[src/rtl/sm83_pkg.sv]
`default_nettype none
// ============================================================================
//  Module      : sm83_pkg
//  Description : Shared types for the SM83 control path: decoded control ops,
//                execute-step states, address-source select and ALU ops.
//  Revision    : 1.0 - initial release
// ============================================================================
package sm83_pkg;

    // Deepest step table any configuration may request; also sizes last_idx.
    localparam int c_max_depth = 16;
    localparam int c_last_w    = 4;

    typedef enum logic [3:0] {
        CTL_NOP         = 4'd0,
        CTL_LD_R8_D8    = 4'd1,
        CTL_LD_R8_R8    = 4'd2,
        CTL_ALU_R8      = 4'd3,
        CTL_LDPTR_R8_HL = 4'd4,
        CTL_LDPTR_HL_R8 = 4'd5,
        CTL_LD_R16_D16  = 4'd6,
        CTL_JR_CC       = 4'd7,
        CTL_HALT        = 4'd8
    } ctl_op_t;

    typedef enum logic [2:0] {
        EX_IDLE      = 3'd0,
        EX_MEM_TO_Z  = 3'd1,
        EX_MEM_TO_W  = 3'd2,
        EX_R8_TO_MEM = 3'd3,
        EX_ALU_LD1   = 3'd4,
        EX_ALU_R8    = 3'd5,
        EX_COND      = 3'd6,
        EX_HALT      = 3'd7
    } ctl_state_t;

    typedef enum logic [1:0] {
        ADDR_PC   = 2'd0,
        ADDR_GP16 = 2'd1,
        ADDR_SP   = 2'd2,
        ADDR_HI   = 2'd3
    } addr_sel_t;

    typedef enum logic [3:0] {
        ALU_ADD  = 4'd0,
        ALU_ADC  = 4'd1,
        ALU_SUB  = 4'd2,
        ALU_SBC  = 4'd3,
        ALU_AND  = 4'd4,
        ALU_XOR  = 4'd5,
        ALU_OR   = 4'd6,
        ALU_CP   = 4'd7,
        ALU_PASS = 4'd8
    } alu_op_t;

    // Ops whose memory operand is addressed through a 16-bit register pair.
    function automatic logic is_ldptr(input ctl_op_t op);
        return (op == CTL_LDPTR_R8_HL) || (op == CTL_LDPTR_HL_R8);
    endfunction

endpackage
`default_nettype wire

[src/rtl/ctl_seq_rom.sv]
`default_nettype none
// ============================================================================
//  Module      : ctl_seq_rom
//  Description : Per-op execute step table. Returns the first SEQ_DEPTH steps
//                of the op's sequence plus the index of its final step.
//  Revision    : 1.0 - initial release
// ============================================================================
module ctl_seq_rom
    import sm83_pkg::*;
#(
    parameter int SEQ_DEPTH = 6
) (
    input  ctl_op_t                     ctl_op,
    output ctl_state_t [SEQ_DEPTH-1:0]  step_table,
    output logic [c_last_w-1:0]         last_idx
);

    // Full-depth table; entries past SEQ_DEPTH are simply not exported.
    ctl_state_t w_full [c_max_depth];

    // Decode the op into its step list; anything unlisted is a single idle step.
    always_comb begin
        for (int i = 0; i < c_max_depth; i++) begin
            w_full[i] = EX_IDLE;
        end
        last_idx = '0;
        case (ctl_op)
            CTL_LD_R8_D8, CTL_LDPTR_R8_HL: begin
                w_full[0] = EX_MEM_TO_Z;
                w_full[1] = EX_ALU_LD1;
                last_idx  = 4'd1;
            end
            CTL_LD_R8_R8: begin
                w_full[0] = EX_ALU_LD1;
                last_idx  = 4'd0;
            end
            CTL_ALU_R8: begin
                w_full[0] = EX_ALU_R8;
                last_idx  = 4'd0;
            end
            CTL_LDPTR_HL_R8: begin
                w_full[0] = EX_R8_TO_MEM;
                w_full[1] = EX_IDLE;
                last_idx  = 4'd1;
            end
            CTL_LD_R16_D16: begin
                w_full[0] = EX_MEM_TO_Z;
                w_full[1] = EX_MEM_TO_W;
                w_full[2] = EX_IDLE;
                last_idx  = 4'd2;
            end
            CTL_JR_CC: begin
                w_full[0] = EX_MEM_TO_Z;
                w_full[1] = EX_COND;
                w_full[2] = EX_IDLE;
                last_idx  = 4'd2;
            end
            CTL_HALT: begin
                w_full[0] = EX_IDLE;
                w_full[1] = EX_HALT;
                last_idx  = 4'd1;
            end
            default: begin
                last_idx = '0;
            end
        endcase
    end

    generate
        for (genvar g = 0; g < SEQ_DEPTH; g++) begin : g_table
            assign step_table[g] = w_full[g];
        end
    endgenerate

endmodule
`default_nettype wire

[src/rtl/ctl_sequencer.sv]
`default_nettype none
// ============================================================================
//  Module      : ctl_sequencer
//  Description : Execute-step sequencer. Walks the op's step table, emits the
//                per-step datapath strobes, overlaps the next fetch with the
//                last step, and handles bus stalls and HALT/wake.
//  Revision    : 1.0 - initial release
// ============================================================================
module ctl_sequencer
    import sm83_pkg::*;
#(
    parameter int SEQ_DEPTH = 6
) (
    input  logic                                 clk,
    input  logic                                 rst,
    input  ctl_op_t                              ctl_op,
    input  alu_op_t                              decoded_alu_op,
    input  logic                                 cond_met,
    input  logic                                 mem_ready,
    input  logic                                 irq_pending,
    output alu_op_t                              alu_op,
    output addr_sel_t                            addr_sel,
    output logic [$clog2(SEQ_DEPTH)-1:0]         step_idx,
    output ctl_state_t                           step_state,
    output logic                                 inc_pc,
    output logic                                 mem_to_z,
    output logic                                 mem_to_w,
    output logic                                 mem_to_ir,
    output logic                                 mem_to_r8,
    output logic                                 capture_alu_res,
    output logic                                 r8_to_alu_op1,
    output logic                                 update_flags,
    output logic                                 r8_to_mem,
    output logic                                 fetch,
    output logic                                 halt
);

    localparam int               IDX_W     = $clog2(SEQ_DEPTH);
    localparam logic [IDX_W-1:0] c_idx_max = IDX_W'(SEQ_DEPTH - 1);

    logic [IDX_W-1:0]            r_step_idx;
    logic                        r_halt;
    ctl_state_t [SEQ_DEPTH-1:0]  w_table;
    logic [c_last_w-1:0]         w_last_idx;
    logic                        w_last_step;
    logic                        w_fetch_now;
    logic                        w_en;
    logic                        w_fetch_en;
    logic                        w_inc_pc;
    logic                        w_mem_to_z;
    logic                        w_mem_to_w;
    logic                        w_r8_to_alu_op1;
    logic                        w_capture_alu_res;
    logic                        w_update_flags;
    logic                        w_r8_to_mem;

    ctl_seq_rom #(
        .SEQ_DEPTH (SEQ_DEPTH)
    ) u_rom (
        .ctl_op     (ctl_op),
        .step_table (w_table),
        .last_idx   (w_last_idx)
    );

    assign step_state = w_table[r_step_idx];
    assign step_idx   = r_step_idx;
    assign halt       = r_halt;
    assign alu_op     = decoded_alu_op;

    // A step is last when the table says so, the table is exhausted, or a
    // branch condition failed (fetch early instead of running the tail).
    assign w_last_step = (c_last_w'(r_step_idx) >= w_last_idx)
                       || (r_step_idx == c_idx_max)
                       || ((step_state == EX_COND) && !cond_met);

    // Per-state datapath strobes and address source before stall/halt gating.
    always_comb begin
        w_inc_pc          = 1'b0;
        w_mem_to_z        = 1'b0;
        w_mem_to_w        = 1'b0;
        w_r8_to_alu_op1   = 1'b0;
        w_capture_alu_res = 1'b0;
        w_update_flags    = 1'b0;
        w_r8_to_mem       = 1'b0;
        addr_sel          = ADDR_PC;
        case (step_state)
            EX_MEM_TO_Z: begin
                w_mem_to_z = 1'b1;
                if (is_ldptr(ctl_op)) begin
                    addr_sel = ADDR_GP16;
                end else begin
                    w_inc_pc = 1'b1;
                end
            end
            EX_MEM_TO_W: begin
                w_mem_to_w = 1'b1;
                w_inc_pc   = 1'b1;
            end
            EX_R8_TO_MEM: begin
                w_r8_to_mem = 1'b1;
                addr_sel    = ADDR_GP16;
            end
            EX_ALU_LD1: begin
                w_r8_to_alu_op1   = 1'b1;
                w_capture_alu_res = 1'b1;
            end
            EX_ALU_R8: begin
                w_r8_to_alu_op1   = 1'b1;
                w_capture_alu_res = 1'b1;
                w_update_flags    = 1'b1;
            end
            default: begin
                addr_sel = ADDR_PC;
            end
        endcase
    end

    // Halted: only a wake request fetches. Running: the last step fetches,
    // except the step that puts the core to sleep.
    assign w_fetch_now = r_halt ? irq_pending
                                : (w_last_step && (step_state != EX_HALT));
    assign w_en        = mem_ready && !r_halt;
    assign w_fetch_en  = mem_ready && w_fetch_now;

    assign fetch           = w_fetch_en;
    assign mem_to_ir       = w_fetch_en;
    assign inc_pc          = (w_en && w_inc_pc) || w_fetch_en;
    assign mem_to_z        = w_en && w_mem_to_z;
    assign mem_to_w        = w_en && w_mem_to_w;
    assign mem_to_r8       = 1'b0;
    assign r8_to_alu_op1   = w_en && w_r8_to_alu_op1;
    assign capture_alu_res = w_en && w_capture_alu_res;
    assign update_flags    = w_en && w_update_flags;
    assign r8_to_mem       = w_en && w_r8_to_mem;

    // Step counter and halt flag; a stalled bus freezes both.
    always_ff @(posedge clk or posedge rst) begin
        if (rst) begin
            r_step_idx <= '0;
            r_halt     <= 1'b0;
        end else if (r_halt) begin
            r_step_idx <= '0;
            if (mem_ready && irq_pending) begin
                r_halt <= 1'b0;
            end
        end else if (mem_ready) begin
            if (w_last_step) begin
                r_step_idx <= '0;
                if (step_state == EX_HALT) begin
                    r_halt <= 1'b1;
                end
            end else begin
                r_step_idx <= r_step_idx + IDX_W'(1);
            end
        end
    end

endmodule
`default_nettype wire

[config.mk]
export PLATFORM = sky130hd
export DESIGN_NAME = ctl_sequencer
export DESIGN_NICKNAME = d
export VERILOG_FILES = /design/src/rtl/sm83_pkg.sv /design/src/rtl/ctl_seq_rom.sv /design/src/rtl/ctl_sequencer.sv
export SDC_FILE = /design/constraint.sdc
export NUM_CORES = 1
export LEC_CHECK = 0
export BUFFER_PORTS_ARGS = -buffer_cell sky130_fd_sc_hd__buf_2
export CAP_MARGIN = 30
export CORE_MARGIN = 5
export CORE_UTILIZATION = 44
export CTS_CLUSTER_DIAMETER = 200
export CTS_CLUSTER_SIZE = 25
export DETAILED_ROUTE_END_ITERATION = 7
export HOLD_SLACK_MARGIN = 0.08
export PLACE_DENSITY = 0.85
export SYNTH_ARGS = -nofsm -noshare
export SYNTH_HDL_FRONTEND = slang
export SYNTH_SLANG_ARGS = --single-unit
[constraint.sdc]
create_clock -name clk -period 3.4 [get_ports clk]
set_input_delay 0.68 -clock clk [delete_from_list [all_inputs] [get_ports clk]]
set_output_delay 0.68 -clock clk [all_outputs]
set_load 0.01 [all_outputs]
# == Word-level counts from Yosys, hierarchy flattened ==
# Cells that the tools add are included.
# W data, S select, Z words.
# classes
mux,23
addsub,1
n_eq_ne,17
n_lt_le_gt_ge,2
n_reduce_logical,23
# ops
cell,count
$pmux W3 S4,2
$eq A4 B3 Y1 const B,4
$eq A3 B3 Y1 const B,5
$mux W1,13
$mux W3,4
$logic_and A1 B1 Y1,11
$bmux W3 S3,1
$eq A4 B2 Y1 const B,2
$reduce_or A4 Y1,2
$eq A3 B2 Y1 const B,2
$reduce_or A2 Y1,3
$eq A4 B1 Y1 const B,1
$eq A4 B4 Y1 const B,1
$ge A3 B4 Y1,1
$logic_or A1 B1 Y1,4
$lt A3 B4 Y1 const B,1
$pmux W1 S2,2
$pmux W2 S2,1
$add A3 B1 Y3 const B,1
$eq A3 B1 Y1 const B,1
$ne A3 B3 Y1 const B,1
$logic_not A1 Y1,2
$reduce_bool A2 Y1,1
# word_totals
reg_bits,4
inputBits,13
output_inout_bits,23
elab_cells,68

# == Logic depth before layout (Yosys ltp) ==
# logic_depth
ltp_word,12
mapped_depth,10
ltp_nobuf,8

# == Modules after synthesis ==
# Synthesis repeated with hierarchy kept, for this count alone.
# hier_totals
cells_unflattened,114
hier_area_um2,909.6
# modules_own_cells
mod,cells_per_inst,instances,area_per_inst_um2,seq_area_each_um2
ctl_sequencer,82,1,681.9,100.1
ctl_seq_rom,32,1,227.7,0.0

# == Worst setup path after synthesis ==
# OpenSTA, ideal clock, no wires.
# synth_timing
path_type,input-to-output
startpoint,input ctl_op[2]
endpoint,output mem_to_ir
t_arrival_ps,2363
setup_slack_ps,357
n_path_buf,2
required_time_ps,2720
cell_stages,10
path_cell_list,buf_6 nor2_1 xor2_1 nor2_1 ha_1 nand2b_1 a211o_1 o21ai_1 nand2_1 buf_4
# synth_via
elab_chain_cells,11
word_cells_on_any_way,26
cone_classes,order compare: 1; eq/ne: 10; mux: 6; reduce/logical: 9
# synth_lines
element,line,source
from (decl),ctl_sequencer.sv:16,"input ctl_op_t ctl_op,"
$eq A4 B3 Y1 or $eq A4 B1 Y1 (tied branches),ctl_seq_rom.sv:27,case (ctl_op)
$reduce_or A4 Y1 (no line) or $reduce_or A2 Y1 (tied branches),n/a,
$pmux W3 S4,ctl_seq_rom.sv:27,
$bmux W3 S3,ctl_sequencer.sv:65,assign step_state = w_table[r_step_idx];
$mux W3 (not written as such),ctl_sequencer.sv:65,
$eq A3 B3 Y1,ctl_sequencer.sv:74,|| ((step_state == EX_COND) && !cond_met);
$logic_and A1 B1 Y1,ctl_sequencer.sv:74,
$logic_or A1 B1 Y1,ctl_sequencer.sv:74,
$logic_and A1 B1 Y1 *,ctl_sequencer.sv:121,: (w_last_step && (step_state != EX_HALT));
$mux W1 *,ctl_sequencer.sv:120,assign w_fetch_now = r_halt ? irq_pending
$logic_and A1 B1 Y1 *,ctl_sequencer.sv:123,assign w_fetch_en = mem_ready && w_fetch_now;
to (decl),ctl_sequencer.sv:28,"output logic mem_to_ir,"
# Mark *: on every way between the ends. The rest lies on a longest branch, timed or not. The select of a mux whose other input is x is not followed.

# == Worst setup path in the final report ==
# layout_timing
startpoint,input ctl_op[2]
endpoint,output inc_pc
# layout_via
elab_chain_cells,12
word_cells_on_any_way,33
cone_classes,order compare: 1; eq/ne: 12; mux: 8; reduce/logical: 12
# layout_lines
element,line,source
$eq A4 B3 Y1 (tied with other cells),"sm83_pkg.sv:58, ctl_seq_rom.sv:27",
$reduce_or A4 Y1 (no line) or $reduce_or A2 Y1 (tied branches),n/a,
$pmux W3 S4,ctl_seq_rom.sv:27,
$bmux W3 S3,ctl_sequencer.sv:65,
$mux W3 (not written as such),ctl_sequencer.sv:65,
$eq A3 B3 Y1,ctl_sequencer.sv:74,
$logic_and A1 B1 Y1,ctl_sequencer.sv:74,
$logic_or A1 B1 Y1,ctl_sequencer.sv:74,
$logic_and A1 B1 Y1,ctl_sequencer.sv:121,
$mux W1,ctl_sequencer.sv:120,
$logic_and A1 B1 Y1,ctl_sequencer.sv:123,
$logic_or A1 B1 Y1 *,ctl_sequencer.sv:127,assign inc_pc = (w_en && w_inc_pc) || w_fetch_en;
to (decl),ctl_sequencer.sv:25,"output logic inc_pc,"
# Marked as above.

==> impl_metrics.py <==
metrics = {
    "global_routing": {
        "grt_max_degree": 20,
        "grt_pass1_wl_microns": 2750,
        "grt_pass1_vias": 660,
        "antenna_found_initial": 0,
        "grt_use_total_pct": 13.8,
        "globalRoute.totalOverflow": 0,
    },
    "logic_synthesis": {
        "synth_flop_cell": "dfrtp_1",
        "synth_xor_area_share_pct": 2.53,
        "synth_warnings": 0,
        "synth_edf_count": 0,
        "seq_area_frac_synth_pct": 14.4,
        "netlist_instances": 97,
        "synthSimpleGateAreaFrac_pct": 30.3,
        "synth.distinct_cells": 39,
        "synth_area_sq_um": 693,
        "synthAdderAreaFrac_pct": 7.22,
        "synth_compound_area_share_pct": 24.2,
        "avgSynthCellArea_sq_um": 7.15,
        "ys_async_sr_fraction_pct": 100,
        "synth-seq-cells": 4,
        "synth_top_family_by_area": "simple AND/OR/NAND/NOR gates",
        "synthMuxAreaShare_pct": 1.44,
    },
    "finish": {
        "nets": 132,
        "final_cell_mix": "25 x buf_2, 11 x nor2_1, 11 x nand2_1",
        "nFillCells": 163,
        "area.growth.synth_to_final_pct": 11.4,
        "final_area_sq_um": 772,
        "layout_commonest_cell": "buf_2",
        "drive_gt1_share_pct": 31.9,
        "diodes": 0,
    },
    "critical_path": {
        "crit_type": "primary input to primary output",
        "cp_max_fo": 11,
        "cp-start-kind": "primary input",
        "cp_num_buf_inv": 2,
        "endpoint_kind": "primary output",
        "path_delay_family": "compound AO/OA/AOI/OAI gates",
        "critical_path.cell_chain": "buf_2 -> nor2_1 -> xor2_1 -> nor2_1 -> ha_1 -> nand2b_1 -> a211o_1 -> o21ai_1 -> a21bo_2 -> buf_2",
        "cpPeakStageDelay_ps": 320,
        "required_ps": 2720,
        "cp_slowest_cell": "a211o_1",
        "worst-endpoint-arrival_ps": 2540,
    },
    "timing": {
        "fin_setup_tns_ps": 0,
        "fin_skew_ps": 1.03,
        "min_period_ps": 3220,
        "clock.fmax_mhz": 311,
        "finalHoldViolations": 0,
        "setup_viol": 0,
        "drv_slew": 0,
        "fin_crit_sh_pct": 94.7,
        "rsz0062_at_grt": "no",
    },
    "detailed_routing": {
        "drt-initial-drc-count": 16,
        "wl_microns": 1670,
        "viasPerCell": 5.69,
        "vias": 734,
        "drc_errors": 0,
        "wl_per_cell_microns": 12.9,
        "first_pass_iters": 4,
        "ant_nets": 0,
    },
    "run_status": {
        "status": "finished, final reports clean",
    },
    "placed_design": {
        "portBuffers": 25,
        "gp_congestion": 0.846,
        "hpwl_microns": 1340,
        "dpl_cell_area_sq_um": 749,
    },
    "floorplan": {
        "die_w_microns": 49.7,
        "core-area_sq_mm": 0.00151,
        "ios": 36,
        "dieHeight_microns": 49.7,
        "rows": 14,
        "dieArea_sq_mm": 0.00247,
        "start_util_pct": 46.0,
    },
    "pwr": {
        "power_density_mw_per_mm2": 336,
        "ir_drop_mv": 0.242,
        "p_leak_uw": 0.000406,
    },
    "clock_network": {
        "h-tree-depth": 1,
        "cts_sinks": 4,
        "clk_latency_ps": 230,
        "cts-hold-fix-buffers": 0,
        "cts_resized": 0,
        "cts_tree": "done",
        "clk_pin_slew_ps": 40,
        "numCtsBuffers": 3,
        "cts_root_buf": "clkbuf_4",
        "cts_buffer_depth": 2,
        "cts_setup_buffers": 0,
    },
    "flow_run": {
        "cap_violations": 0,
    },
    "hold_path": {
        "hold_class": "primary input to async pin",
    },
}
[power by group]
part / leakage [uW] / switching [uW] / internal [uW]
clock network: 0.0000138 / 18.0 / 39.4
logic: 0.000337 / 86.9 / 57.5
registers: 0.0000551 / 4.61 / 52.8
[stage by stage]
stage	utilization, %	cells	total power [uW]	setup WS [ps]	hold WS [ps]
floorplan	-	98	168	357	446
global placement	49.8	126	196	273	548
detailed placement	49.8	126	203	187	564
CTS	51.2	129	263	179	314
global route	51.2	129	284	51.4	324
finish	51.2	129	259	181	318
[cell type report]
type,instances,area (sq um),area share (%)
sequential,4,100,13.0
clock buffer,3,22.5,2.92
inverter,7,26.3,3.40
tap,16,20.0,2.59
multi-input combinational,72,463,60.0
timing repair buffer,27,140,18.2
[flip-flops by register name (all words and copies together) (netlist names)]
| register | count |
|---|---|
| step_idx | 3 |
| halt | 1 |
[cell usage after synthesis, drive strengths merged, types with 2 or more instances]
master	instances	area share (%)
ha	4	7.2
nand2b	2	1.8
o21ai	6	4.3
nor2	11	6.0
nand2	11	6.0
a21oi	3	2.2
a211o	2	2.5
o2111a	2	3.2
clkbuf	3	1.8
or3	2	3.2
a211oi	2	2.2
inv	7	3.8
a31oi	2	1.8
nor4b	2	2.5
nor3	5	3.6
dfrtp	4	14
buf	12	14
[routing by layer]
layer  up-vias  track usage [%]  wire length, microns
met5         -                0                     0
li1        369                -                     -
met1       337             16.9                   710
met3         4             2.11                   128
met2        24             22.5                   799
met4         0             7.86                    28
[kinds of logic after synthesis]
family	count (synthesis)
and+or+nand+nor	40
AOI/OAI and AO/OA	23
buffers and inverters	22
adders and majority gates	4
DFF	4
xor gates and xnor gates	2
other	1
muxes	1
[worst reg2reg max path, delay by kind of cell, from the launching register on]
kind	cells	cell delay, ps
AO/OA/AOI/OAI	3	780
flip-flops	1	360
adder cells (fa/ha/maj)	1	260
buffers and inverters	1	160
AND/OR/NAND/NOR	1	140
[path summary, 6_finish.rpt]
path / cells after the start / slack [ps] / from / end
max in group asynchronous: 2 / 2940 / rst / halt$_DFF_PP0_
hold / removal: 2 / 320 / rst / step_idx[2]$_DFFE_PP0P_
setup reg to reg: 6 / 1620 / step_idx[0]$_DFFE_PP0P_ / step_idx[1]$_DFFE_PP0P_
setup / recovery: 10 / 180 / ctl_op[2] / inc_pc
min in group clk: 2 / 570 / step_idx[2]$_DFFE_PP0P_ / step_idx[2]$_DFFE_PP0P_
hold reg to reg: 2 / 570 / step_idx[2]$_DFFE_PP0P_ / step_idx[2]$_DFFE_PP0P_
Power figures use the tool's default switching activity.
